## src/rtl/placar_pkg.sv

```systemverilog
// Shared definitions for the score register stage: widths, limits, FSM
// states and the point values of the three buttons.
package placar_pkg;

  localparam int SCORE_W           = 7;
  localparam int MAX_SCORE_DEFAULT = 99;

  localparam logic [1:0] PTS1 = 2'd1;
  localparam logic [1:0] PTS2 = 2'd2;
  localparam logic [1:0] PTS3 = 2'd3;

  typedef enum logic [1:0] {
    IDLE,
    APPLY,
    WAIT_SOLTAR
  } estado_t;

  // Highest pressed button wins when several are seen together.
  function automatic logic [1:0] prioridadePontos(input logic [2:0] niveis);
    if (niveis[2])      return PTS3;
    else if (niveis[1]) return PTS2;
    else                return PTS1;
  endfunction

endpackage

```

## src/rtl/placar_registro_pontos_debounce.sv

```systemverilog
// debounce_btn: two-flop synchroniser followed by a stability counter.
// raw_n is active-low; level is the clean active-high button state.
module debounce_btn #(
  parameter int DEBOUNCE_CYCLES = 500000
) (
  input  logic clock,
  input  logic reset,
  input  logic raw_n,
  output logic level
);

  localparam int CW = (DEBOUNCE_CYCLES > 1) ? $clog2(DEBOUNCE_CYCLES) : 1;
  localparam logic [CW-1:0] LIMITE = CW'(DEBOUNCE_CYCLES - 1);

  logic          r_sync1;
  logic          r_sync2;
  logic          r_nivel;
  logic [CW-1:0] r_cont;

  // Synchronise, then accept a new level only after it has been stable long enough.
  always_ff @(posedge clock) begin
    if (reset) begin
      r_sync1 <= 1'b0;
      r_sync2 <= 1'b0;
      r_nivel <= 1'b0;
      r_cont  <= '0;
    end else begin
      r_sync1 <= ~raw_n;
      r_sync2 <= r_sync1;
      if (r_sync2 == r_nivel) begin
        r_cont <= '0;
      end else if (r_cont == LIMITE) begin
        r_nivel <= ~r_nivel;
        r_cont  <= '0;
      end else begin
        r_cont <= r_cont + 1'b1;
      end
    end
  end

  assign level = r_nivel;

endmodule

```

## src/rtl/placar_registro_pontos.sv

```systemverilog
// placar_registro_pontos: per-team score registers driven by the debounced
// point buttons. One scoring event per press, saturating at 0 and MAX_SCORE.
// Optional one-level undo button is compiled in when PLACAR_UNDO_EN is defined.
module placar_registro_pontos
  import placar_pkg::*;
#(
  parameter int DEBOUNCE_CYCLES = 500000,
  parameter int MAX_SCORE       = MAX_SCORE_DEFAULT
) (
  input  logic               clock,
  input  logic               reset,
  input  logic [2:0]         cBotoes,
  input  logic               chaveNP,
  input  logic               chaveTime,
`ifdef PLACAR_UNDO_EN
  input  logic               btnDesfazer,
`endif
  output logic [SCORE_W-1:0] scoreA,
  output logic [SCORE_W-1:0] scoreB,
  output logic [SCORE_W-1:0] scoreSel,
  output logic               pontoAplicado,
  output logic               saturou
);

  localparam logic [7:0] MAX8 = 8'(MAX_SCORE);

  logic [2:0]         w_nivel;
  logic               w_liberado;
  logic [7:0]         w_atual;
  logic [7:0]         w_soma;
  logic [SCORE_W-1:0] w_resultado;
  logic               w_satura;

  estado_t            r_estado;
  logic [1:0]         r_pts;
  logic [SCORE_W-1:0] r_scoreA;
  logic [SCORE_W-1:0] r_scoreB;
  logic               r_pontoAplicado;
  logic               r_saturou;

  for (genvar i = 0; i < 3; i++) begin : g_btn
    debounce_btn #(.DEBOUNCE_CYCLES(DEBOUNCE_CYCLES)) u_deb (
      .clock (clock),
      .reset (reset),
      .raw_n (cBotoes[i]),
      .level (w_nivel[i])
    );
  end

`ifdef PLACAR_UNDO_EN
  logic               w_desfazer;
  logic               r_histValido;
  logic               r_histTime;
  logic [SCORE_W-1:0] r_histValor;

  debounce_btn #(.DEBOUNCE_CYCLES(DEBOUNCE_CYCLES)) u_deb_desfazer (
    .clock (clock),
    .reset (reset),
    .raw_n (btnDesfazer),
    .level (w_desfazer)
  );

  assign w_liberado = ~(|w_nivel) & ~w_desfazer;
`else
  assign w_liberado = ~(|w_nivel);
`endif

  // Clamped add/subtract of the latched point value against the selected team.
  always_comb begin
    w_atual     = chaveTime ? 8'(r_scoreB) : 8'(r_scoreA);
    w_soma      = w_atual + 8'(r_pts);
    w_resultado = '0;
    w_satura    = 1'b0;
    if (!chaveNP) begin
      if (w_soma > MAX8) begin
        w_resultado = SCORE_W'(MAX_SCORE);
        w_satura    = 1'b1;
      end else begin
        w_resultado = w_soma[SCORE_W-1:0];
      end
    end else begin
      if (8'(r_pts) > w_atual) begin
        w_resultado = '0;
        w_satura    = 1'b1;
      end else begin
        w_resultado = SCORE_W'(w_atual - 8'(r_pts));
      end
    end
  end

  // Press/apply/release sequencer owning the score registers and the pulses.
  always_ff @(posedge clock) begin
    if (reset) begin
      r_estado        <= IDLE;
      r_pts           <= '0;
      r_scoreA        <= '0;
      r_scoreB        <= '0;
      r_pontoAplicado <= 1'b0;
      r_saturou       <= 1'b0;
`ifdef PLACAR_UNDO_EN
      r_histValido    <= 1'b0;
      r_histTime      <= 1'b0;
      r_histValor     <= '0;
`endif
    end else begin
      r_pontoAplicado <= 1'b0;
      r_saturou       <= 1'b0;
      case (r_estado)
        IDLE: begin
          if (|w_nivel) begin
            r_pts    <= prioridadePontos(w_nivel);
            r_estado <= APPLY;
          end
`ifdef PLACAR_UNDO_EN
          else if (w_desfazer) begin
            if (r_histValido) begin
              if (r_histTime) r_scoreB <= r_histValor;
              else            r_scoreA <= r_histValor;
              r_histValido    <= 1'b0;
              r_pontoAplicado <= 1'b1;
            end
            r_estado <= WAIT_SOLTAR;
          end
`endif
        end
        APPLY: begin
          if (chaveTime) r_scoreB <= w_resultado;
          else           r_scoreA <= w_resultado;
`ifdef PLACAR_UNDO_EN
          r_histValido <= 1'b1;
          r_histTime   <= chaveTime;
          r_histValor  <= chaveTime ? r_scoreB : r_scoreA;
`endif
          r_pontoAplicado <= 1'b1;
          r_saturou       <= w_satura;
          r_estado        <= WAIT_SOLTAR;
        end
        WAIT_SOLTAR: begin
          if (w_liberado) r_estado <= IDLE;
        end
        default: r_estado <= IDLE;
      endcase
    end
  end

  assign scoreA        = r_scoreA;
  assign scoreB        = r_scoreB;
  assign scoreSel      = chaveTime ? r_scoreB : r_scoreA;
  assign pontoAplicado = r_pontoAplicado;
  assign saturou       = r_saturou;

endmodule
```

## config.mk

```make
export PLATFORM = sky130hd
export DESIGN_NAME = placar_registro_pontos
export DESIGN_NICKNAME = d
export VERILOG_FILES = /design/src/rtl/placar_pkg.sv /design/src/rtl/placar_registro_pontos_debounce.sv /design/src/rtl/placar_registro_pontos.sv
export SDC_FILE = /design/constraint.sdc
export NUM_CORES = 1
export LEC_CHECK = 0
export BUFFER_PORTS_ARGS = -buffer_cell sky130_fd_sc_hd__buf_4
export CORE_ASPECT_RATIO = 0.9
export CORE_UTILIZATION = 55
export CTS_CLUSTER_DIAMETER = 50
export CTS_CLUSTER_SIZE = 24
export DETAILED_ROUTE_END_ITERATION = 6
export PLACE_DENSITY = 0.71
export SLEW_MARGIN = 20
export SYNTH_ARGS = -nofsm -noshare
export SYNTH_HDL_FRONTEND = slang
export SYNTH_SLANG_ARGS = --single-unit
export TNS_END_PERCENT = 50
```

## constraint.sdc

```tcl
create_clock -name clock -period 3.8 [get_ports clock]
set_clock_uncertainty 0.05 [all_clocks]
set_input_delay 0.38 -clock clock [delete_from_list [all_inputs] [get_ports clock]]
set_output_delay 0.38 -clock clock [all_outputs]
set_load 0.02 [all_outputs]
```

==> results.md, run 1 <==
- Headroom to the max-slew limit came out at 49.1%.
- Static timing analysis puts the maximum clock frequency at ~370 MHz.
- The count of pins over their slew limit was 0.
- The minimum clock period is 2.73 ns.
- The initial utilization of the core area, before any placement, comes to 57.6%.
- The count of flip-flops with a built-in enable after synthesis is 0.
- The dominant register cell in the synthesized netlist is sky130_fd_sc_hd__dfxtp_1.
- The number of nets handed over by synthesis was 504.
- The total of buffers placed on input and output ports is 29.
- The number of nets in the layout is around 530.
- Of the cells placed in the final design, the portion with a size suffix greater than 1 is between 10 and 15%.
- In the routed design, unresolved DRC markers number 0.
- The static leakage is about 1.6 nW.
- The share of the clock period used by the worst path after layout is a little under three quarters.
- The signal on the critical path passes through buf_4 > mux2i_1 > inv_1 > ha_1 > fa_1 > nand4_1 > nand2_1 > mux2i_1 > a21o_1 > a21oi_1 > a21oi_1.
- The critical path is of the input port to flip-flop type.
- The fill cell total of the finished layout is about 650.
- Dividing the detail-routed wire length by the instance count gives around 13 um.
- The post-CTS resize count is 0.
- The area enclosed by the die boundary is just under 8000 um^2.
- Entering global routing, the biggest net connects 32 pins.
- The sequential cell area fraction in the yosys report is between 40% and 50%.
- The number of warning messages in the yosys log is 0.
- The die is approximately 84 um tall.
- The sequential cells in the finished layout cover a total of approximately 1700 um^2.
- TritonCTS created 9 clock buffers.
- Max-cap violations in this run came to 0.
- Broken down by cell family, the worst path's largest delay share belongs to compound AO/OA/AOI/OAI gates.
- The die is 93.2 um wide.
- The core region is 7150 um^2.
- The number of placed instances, taps included is about 600.
- After Yosys synthesis, full adders, half adders and majority gates account for 3.10% of the synthesized area.
- The site row count is 29.
- The total via count after detailed routing is about 3,300.
- The startpoint of the worst register-to-register path is scoreB[0].
- Summed over all layers, the routed wires come to about 8.0 mm.
- No sink is reached through more buffers than the 2 on the longest clock path.
- After synthesis, the netlist uses 54 different library cells.
- The critical path's largest stage delay is approximately 0.44 ns.
- The run finished with clean final reports.
- CTS saw 86 sinks.
- In this run, the number of DRC markers left after iteration 0 of detailed routing was 144.
- Using the TritonRoute via totals, the vias-per-cell ratio works out to 5.45.
- The worst voltage drop across the vdd grid is 218 uV.
- The largest individual stage delay along the critical path comes from the cell sky130_fd_sc_hd__fa_1.
- CTS built an H-tree with a depth of 3.
- The number of standard cells after synthesis is 488.
- After synthesis, the largest family of logic cells by area is simple AND/OR/NAND/NOR gates.
- The number of antenna-violating nets in the routed design is 0.
- The required arrival time at the worst endpoint is ~4 ns.
- The slew of the pin with the lowest slew margin is between 0.7 and 0.8 ns.
- The first global-routing pass estimated 13.7 mm of wire.
- Multiplexer cells account for slightly below 3% of the synthesized area.
- The global placer's final weighted congestion is slightly below 0.9.
- The average instance area after synthesis is approximately 8.4 um^2.
- The placed wire-length estimate is roughly 5.6 mm.
- The total area of multi-input combinational cells is about 2300 um^2.
- Setup violations remaining at the end of the flow were counted as 0.
- The number of antenna violations at the first check in global routing is 0.
- CTS placed an instance of sky130_fd_sc_hd__clkbuf_8 at the clock tree root.
- The timing startpoint of the critical path is chaveTime.
- In this run, synthesis produced a sequential element count of 86.
- The top cell types in the final layout, fill and taps aside, are sky130_fd_sc_hd__nor2_1 (107), sky130_fd_sc_hd__dfxtp_1 (86), sky130_fd_sc_hd__nand2_1 (37).
- Relative to the synthesized area, the layout overhead comes to 11.6%.
- The number of hold buffers added after CTS was 0.
- After global routing the overflow that remains totals 0.
- The insertion delay to the later sink of the worst-skew pair is 0.35 ns.
- The post-synthesis share of cell area spent on and, or, nand and nor gates is 28.9%.
- The share of flip-flops with an asynchronous set or reset after synthesis is 0%.
- Summing the areas of all compound-gate instances in the mapped netlist gives under 10% of the synthesized area.
- The buffer and inverter count on the worst path is 2.
- The number of global-route vias before repair is 2,993.
- The repair_antennas step left the layout with diodes totalling 0.
- The most common cell after layout, fill and taps aside is sky130_fd_sc_hd__nor2_1.
- The total count of hold-check failures in the final report was 0.
- The number of non-filler instances in the completed layout is 611.
- Global routing used between 20 and 25% of the available tracks.
- The power density of the placed cells is roughly 350 nW/um^2.
- The detailed-router iteration count before antenna repair is 5.
- In this run the worst path has a maximum fanout of 23.
- The synthesized netlist devotes between 10% and 20% of its cell area to XOR and XNOR gates.
- After clock tree synthesis, the setup repair step added 0 buffers.
- The CTS tree is done.
- The worst hold path startpoint is cBotoes[2].
- The worst setup path is launched from an input port.
- The post-CTS clock slew at the launch and capture registers of the worst setup and hold paths is around 0.08 ns.
- The data arrival time of the worst path is approximately 2.9 ns.
- The setup TNS is 0 ns.
- The worst setup path is captured at a flip-flop.
- The min-delay analysis places its worst path in the category input port to flip-flop.
- The number of ports placed on the die boundary is 30.
- The post-synthesis cell area is slightly above 4000 um^2.
- Setup repair after global routing left no endpoint under its margin.
power breakdown:
| part | leakage [nW] | total, mW | internal (mW) | switching (mW) |
|---|---|---|---|---|
| Clock | 0.104 | 0.693 | 0.372 | 0.321 |
| Sequential | 0.694 | 0.906 | 0.904 | 0.00188 |
| Combinational | 0.834 | 0.0324 | 0.0106 | 0.0218 |
| Total | 1.63 | 1.63 | 1.29 | 0.345 |
final timing paths:
check | cells after the start | end | slack (ns)
setup reg to reg | 10 | scoreB[0] | 1.11
setup / recovery | 11 | scoreB[0] | 1.07
hold / removal | 2 | g_btn[2].u_deb.r_sync1 | 0.12
hold reg to reg | 1 | g_btn[1].u_deb.r_sync2 | 0.40
cell type report:
cell class                      instances  area share [%]
Multi-Input combinational cell        372            49.4
Tap cell                               93            2.53
Sequential cell                        86            37.4
Clock buffer                           11            2.86
Inverter                               15            1.22
Timing Repair Buffer                   29            4.73
Clock inverter                          5            1.77
flip-flops by register name (all words and copies together), names as in the netlist:
| name | flops |
|---|---|
| r_pts | 2 |
| scoreB | 7 |
| saturou | 1 |
| g_btn.u_deb.r_cont | 57 |
| pontoAplicado | 1 |
| r_estado | 2 |
| g_btn.u_deb.level | 3 |
| scoreA | 7 |
| g_btn.u_deb.r_sync1 | 3 |
| g_btn.u_deb.r_sync2 | 3 |
routing by layer:
metal / global-route usage (%) / share of wire [%] / wire (um)
met3: 6.92 / 4.4 / 355
met2: 35.0 / 47 / 3740
met1: 28.5 / 48 / 3840
met5: 0 / 0 / 0
met4: 5.73 / 1.3 / 104
logic make-up after synthesis:
kind of cell               count (synthesis)
and+or+nand+nor                          250
DFF                                       86
xor gates and xnor gates                  57
AOI/OAI and AO/OA                         45
buffers and inverters                     30
muxes                                     11
adders and majority gates                  9
stage by stage:
| step | utilization, % | power, mW | setup WS, ns | cell area [um^2] | hold WS [ns] |
|---|---|---|---|---|---|
| 3_3_place_gp | 61.4 | 0.959 | 0.890 | 4390 | 0.371 |
| 5_1_grt | 64.3 | 1.69 | 0.884 | 4600 | 0.0866 |
| 6_report | 64.3 | 1.63 | 1.07 | 4600 | 0.116 |
| 3_5_place_dp | 61.4 | 0.960 | 0.732 | 4390 | 0.376 |
| 2_1_floorplan | - | 0.951 | 0.916 | 4120 | 0.363 |
| 4_1_cts | 64.3 | 1.66 | 1.11 | 4600 | 0.0914 |
cells in the mapped netlist (all sizes together), types with 8 or more instances:
| master | count | share of area (%) |
|---|---|---|
| xor2 | 34 | 7.2 |
| inv | 15 | 1.4 |
| dfxtp | 86 | 42 |
| nand2 | 37 | 3.4 |
| clkbuf | 8 | 0.73 |
| nor2 | 107 | 9.7 |
| mux2i | 10 | 2.6 |
| nand3 | 25 | 3.0 |
| a21oi | 12 | 1.5 |
| nand4 | 14 | 2.1 |
| xnor2 | 23 | 4.9 |
| nor3 | 21 | 2.8 |
No activity file was read; power rests on OpenSTA's default activity.
==> run 2, diff against run 1 <==
Settings changed: ABC_AREA from default to 1.
Clock period 3.8 ns to 2.7 ns, I/O delays scaled along.
==> run 2 against run 1 <==
Hold slack got worse by 0.092 ns. Utilization increased by 1.5 points. Via count grew 11%. Clock power is 30% higher. Synthesized cell count rose by 20%. First-iteration DRC count is 11% higher. Global-route usage up 1.4 points. Combinational power grew to 2.7 times the previous value. Wire length is 7.3% higher. Non-clock buffer count is 7 higher. Area after synthesis rose by 2.0%. Critical path type is now flip-flop to flip-flop. Critical endpoint is now scoreA[0].
==> results.md, run 2 <==
- The total chip power is 2.26 mW (+39%).
- The endpoint type of the worst setup path is a flip-flop.
- The total detailed-routing wirelength came to 8.63 mm (+7.3%).
- The number of antenna violations at the first check in global routing is 0 (unchanged).
- The worst max-slew margin expressed relative to the limit is 46.2% (-3.0 points).
- The DRC marker count from the first detailed-route iteration is 160 (+11%).
- The cell area after layout is 4750 um^2 (+3.4%).
- The cell area after placement is 4540 um^2 (+3.5%).
- The post-CTS clock slew at the launch and capture registers of the worst setup and hold paths is 0.08 ns (about the same).
- The count of flip-flops with a built-in enable after synthesis is 0 (unchanged).
- The startpoint class of the critical path is a flip-flop.
- The site row count is 29 (unchanged).
- The flip-flop and latch count after synthesis came to 86 (unchanged).
- After synthesis, the cell types taking the most area are sky130_fd_sc_hd__dfxtp_1 (41%), sky130_fd_sc_hd__inv_1 (8.8%), sky130_fd_sc_hd__nand2_1 (8.5%).
- The critical path goes through o21ai_0 > inv_1 > ha_1 > fa_1 > nand3_1 > nand2_1 > nand2_1 > nand2_1 > nand3_2 > nand3_1 > nand2_1 > nand3_1 > nand2_1 > inv_1.
- The die height came to 84.9 um (+0.99%).
- The power density of the placed cells is 476 nW/um^2 (+34%).
- The kind of critical path is flip-flop to flip-flop.
- The cell taking the most area after synthesis is sky130_fd_sc_hd__dfxtp_1.
- The number of ports placed on the die boundary came to 30 (unchanged).
- The insertion delay to the later sink of the worst-skew pair is 0.36 ns (about the same).
- The slew of the pin with the lowest slew margin is 0.805 ns (+0.0447 ns).
- The setup TNS is 0 ns (unchanged).
- The sequential cell area fraction in the yosys report is 41.0% (-0.83 points).
- The total count of hold-check failures in the final report is 0 (unchanged).
- The number of standard cells after synthesis is 585 (+20%).
- For this design, the slowest cell found on the critical path is sky130_fd_sc_hd__fa_1.
- The area enclosed by the die boundary is 8000 um^2 (+2.0%).
- The number of diodes was 0 (unchanged).
- The share of flip-flops with an asynchronous set or reset after synthesis is 0% (unchanged).
- The worst hold path belongs to the class input port to flip-flop.
- The dominant register cell in the synthesized netlist is sky130_fd_sc_hd__dfxtp_1.
- The buffer count from post-CTS setup fixing was 0 (unchanged).
- The number of nets in the layout came to 640 (+21%).
- The most instantiated library cell after synthesis is sky130_fd_sc_hd__inv_1.
- The highest net fanout along the worst path is 6 (-74%).
- After synthesis, the most frequently instantiated cells are sky130_fd_sc_hd__inv_1 (99), sky130_fd_sc_hd__nand2_1 (95), sky130_fd_sc_hd__dfxtp_1 (86).
- The detailed-route DRC error count is 0 (unchanged).
- The maximum level of the CTS H-tree is 3 (unchanged).
- The total via count after detailed routing is 3,698 (+11%).
- The library cell used most frequently in the layout, excluding fill and tap cells, is sky130_fd_sc_hd__inv_1.
- The initial cell density of the core was 58.2% (+0.58 points).
- The top-area cell type share of the netlist area was 41.0% (-0.83 points).
- The number of flip-flops under the largest register name came to 57 (unchanged).
- The average wire length per cell after detail routing is 12.0 um (-9.1%).
- The setup slack at placement is 0.227 ns (-0.505 ns).
- After layout, the worst path uses about nine tenths of the clock period.
- The run finished with clean final reports.
- The global-route total usage across every layer is 23.3% (+1.4 points).
- The area growth from synthesis to layout is 13.1%.
- The count of pins over their slew limit is 0 (unchanged).
- The global-route wire length before repair is 14.7 mm (+7.9%).
- The placed wire-length estimate was 6.37 mm (+13%).
- Setup repair after global routing left no endpoint under its margin.
- In the layout the commonest cells are sky130_fd_sc_hd__inv_1 (99), sky130_fd_sc_hd__nand2_1 (95), sky130_fd_sc_hd__dfxtp_1 (86).
- The number of global-route vias before repair came to 3,316 (+11%).
- The per-cell via count in the routed design is 5.13 (-5.9%).
- The root buffer cell chosen for the clock tree is sky130_fd_sc_hd__clkbuf_8.
- The detailed-router iteration count before antenna repair is 7 (+2).
- The post-synthesis cell area is 4200 um^2 (+2.0%).
- The highest clock frequency the design can meet is around 420 MHz.
- The minimum clock period is roughly 2.4 ns.
- The max-capacitance violation count is 0 (unchanged).
- The global placer's final weighted congestion is 0.957 (+10%).
- The maximum number of pins on one net before global-route repair came to 20 (-38%).
- The critical path's largest stage delay was 0.44 ns (about the same).
- The remaining global-route overflow is 0 (unchanged).
- The average instance area after synthesis was 7.19 um^2 (-15%).
- The total of buffers placed on input and output ports is 29 (unchanged).
- The final hold slack is 0.0247 ns (-0.0916 ns).
- TritonCTS built the clock tree.
- The number of antenna-violating nets in the routed design was 0 (unchanged).
- The clock buffer count from CTS is 9 (unchanged).
- The floorplan core area is 7220 um^2 (+1.0%).
- The number of setup violations in the final report is 0 (unchanged).
- The fill cell total of the finished layout is 650 (-0.31%).
- The core utilization of the finished layout is 65.8% (+1.5 points).
- The final worst-path setup slack came to 0.294 ns (-0.775 ns).
- The net count of the mapped netlist came to 601 (+19%).
- The die width is 94.2 um (+0.99%).
- The number of non-filler instances in the completed layout is 721 (+18%).
- Broken down by cell family, the worst path's largest delay share belongs to simple AND/OR/NAND/NOR gates.
- The buffer and inverter count on the worst path was 2 (unchanged).
- The static leakage is 1.95 nW (+20%).
- The count of unique library cells instantiated by Yosys came to 37 (-31%).
- The worst-case clock buffer depth is 2 (unchanged).
- The data arrival time of the worst path is 2.62 ns (-0.27 ns).
- The register bank with the most flops is g_btn.u_deb.r_cont.
- The required arrival time at the worst endpoint came to 2.91 ns (-1.05 ns).
- The clock sink count is 86 (unchanged).
- The cell that appears most often on the critical path is sky130_fd_sc_hd__nand2_1.
- The number of warning messages in the yosys log came to 0 (unchanged).
- The number of placed instances, taps included was 704 (+18%).
- The worst voltage drop across the vdd grid was 393 uV (+80%).
- The ratio of cells with drive above 1 in the final layout is 11.3% (+0.30 points).
==> run 2: changes by cell type after synthesis, moves of 18 or more <==
cell and delta:
sky130_fd_sc_hd__nand2_1 +58, sky130_fd_sc_hd__o21ai_0 +22, sky130_fd_sc_hd__xnor2_1 -18, sky130_fd_sc_hd__inv_1 +87, sky130_fd_sc_hd__nor2_1 -35, sky130_fd_sc_hd__a21oi_1 +21, sky130_fd_sc_hd__xor2_1 -19
==> run 2: final cells by class <==
type | count | area (um^2) | share of cell area, %
clock buffers | 10 | 138 | 2.90
clock inverters | 5 | 58.8 | 1.24
inverters | 102 | 383 | 8.05
multi-input cells | 389 | 2060 | 43.4
flip-flops and latches | 86 | 1720 | 36.2
well taps | 93 | 116 | 2.45
repair buffers | 36 | 275 | 5.79
==> run 2: what timing repair did <==
action | CTS | global route
endpoints found under the hold margin | 2 | 0
resized for setup | 0 | 0
hold buffers | 2 | 0
==> run 2: routing by layer <==
metal | share of wire [%] | up-vias | global-route usage (%)
met1 | 50 | 1626 | 32.2
met3 | 5.3 | 15 | 4.84
met4 | 2.1 | 0 | 10.1
met2 | 43 | 99 | 34.9
li1 | - | 1958 | -
met5 | 0 | - | 0
==> run 2: kinds of logic (layout without fill, tap and decap cells) <==
family | after synthesis | in the layout | share of synthesized area [%]
flops | 86 | 86 | 41.0
fa+ha+maj | 9 | 9 | 3.04
compound gates | 88 | 88 | 11.7
xor+xnor | 20 | 20 | 4.17
simple gates | 272 | 272 | 30.1
buf+inv | 110 | 153 | 10.0
==> run 2: worst paths after layout <==
check / start / end / cells past startpoint / slack, ns
setup / recovery: scoreA[0] / scoreA[0] / 14 / 0.29
hold reg to reg: g_btn[2].u_deb.r_sync1 / g_btn[2].u_deb.r_sync2 / 2 / 0.36
hold / removal: cBotoes[0] / g_btn[0].u_deb.r_sync1 / 2 / 0.02
setup reg to reg: scoreA[0] / scoreA[0] / 14 / 0.29
==> run 2: power breakdown <==
part           internal [mW]  switching (mW)  total [mW]
registers               1.27         0.00262        1.28
logic                 0.0305          0.0575      0.0879
clock network          0.449           0.450       0.899
total                   1.75           0.510        2.26
==> run 2: worst register-to-register path, cell delays in order, from the launching register on <==
cell                      delay (ns)
sky130_fd_sc_hd__dfxtp_1        0.35
sky130_fd_sc_hd__o21ai_0        0.26
sky130_fd_sc_hd__inv_1          0.10
sky130_fd_sc_hd__ha_1           0.24
sky130_fd_sc_hd__fa_1           0.44
sky130_fd_sc_hd__nand3_1        0.15
sky130_fd_sc_hd__nand2_1        0.06
sky130_fd_sc_hd__nand2_1        0.08
sky130_fd_sc_hd__nand2_1        0.07
sky130_fd_sc_hd__nand3_2        0.12
sky130_fd_sc_hd__nand3_1        0.09
sky130_fd_sc_hd__nand2_1        0.09
sky130_fd_sc_hd__nand3_1        0.07
sky130_fd_sc_hd__nand2_1        0.09
sky130_fd_sc_hd__inv_1          0.04
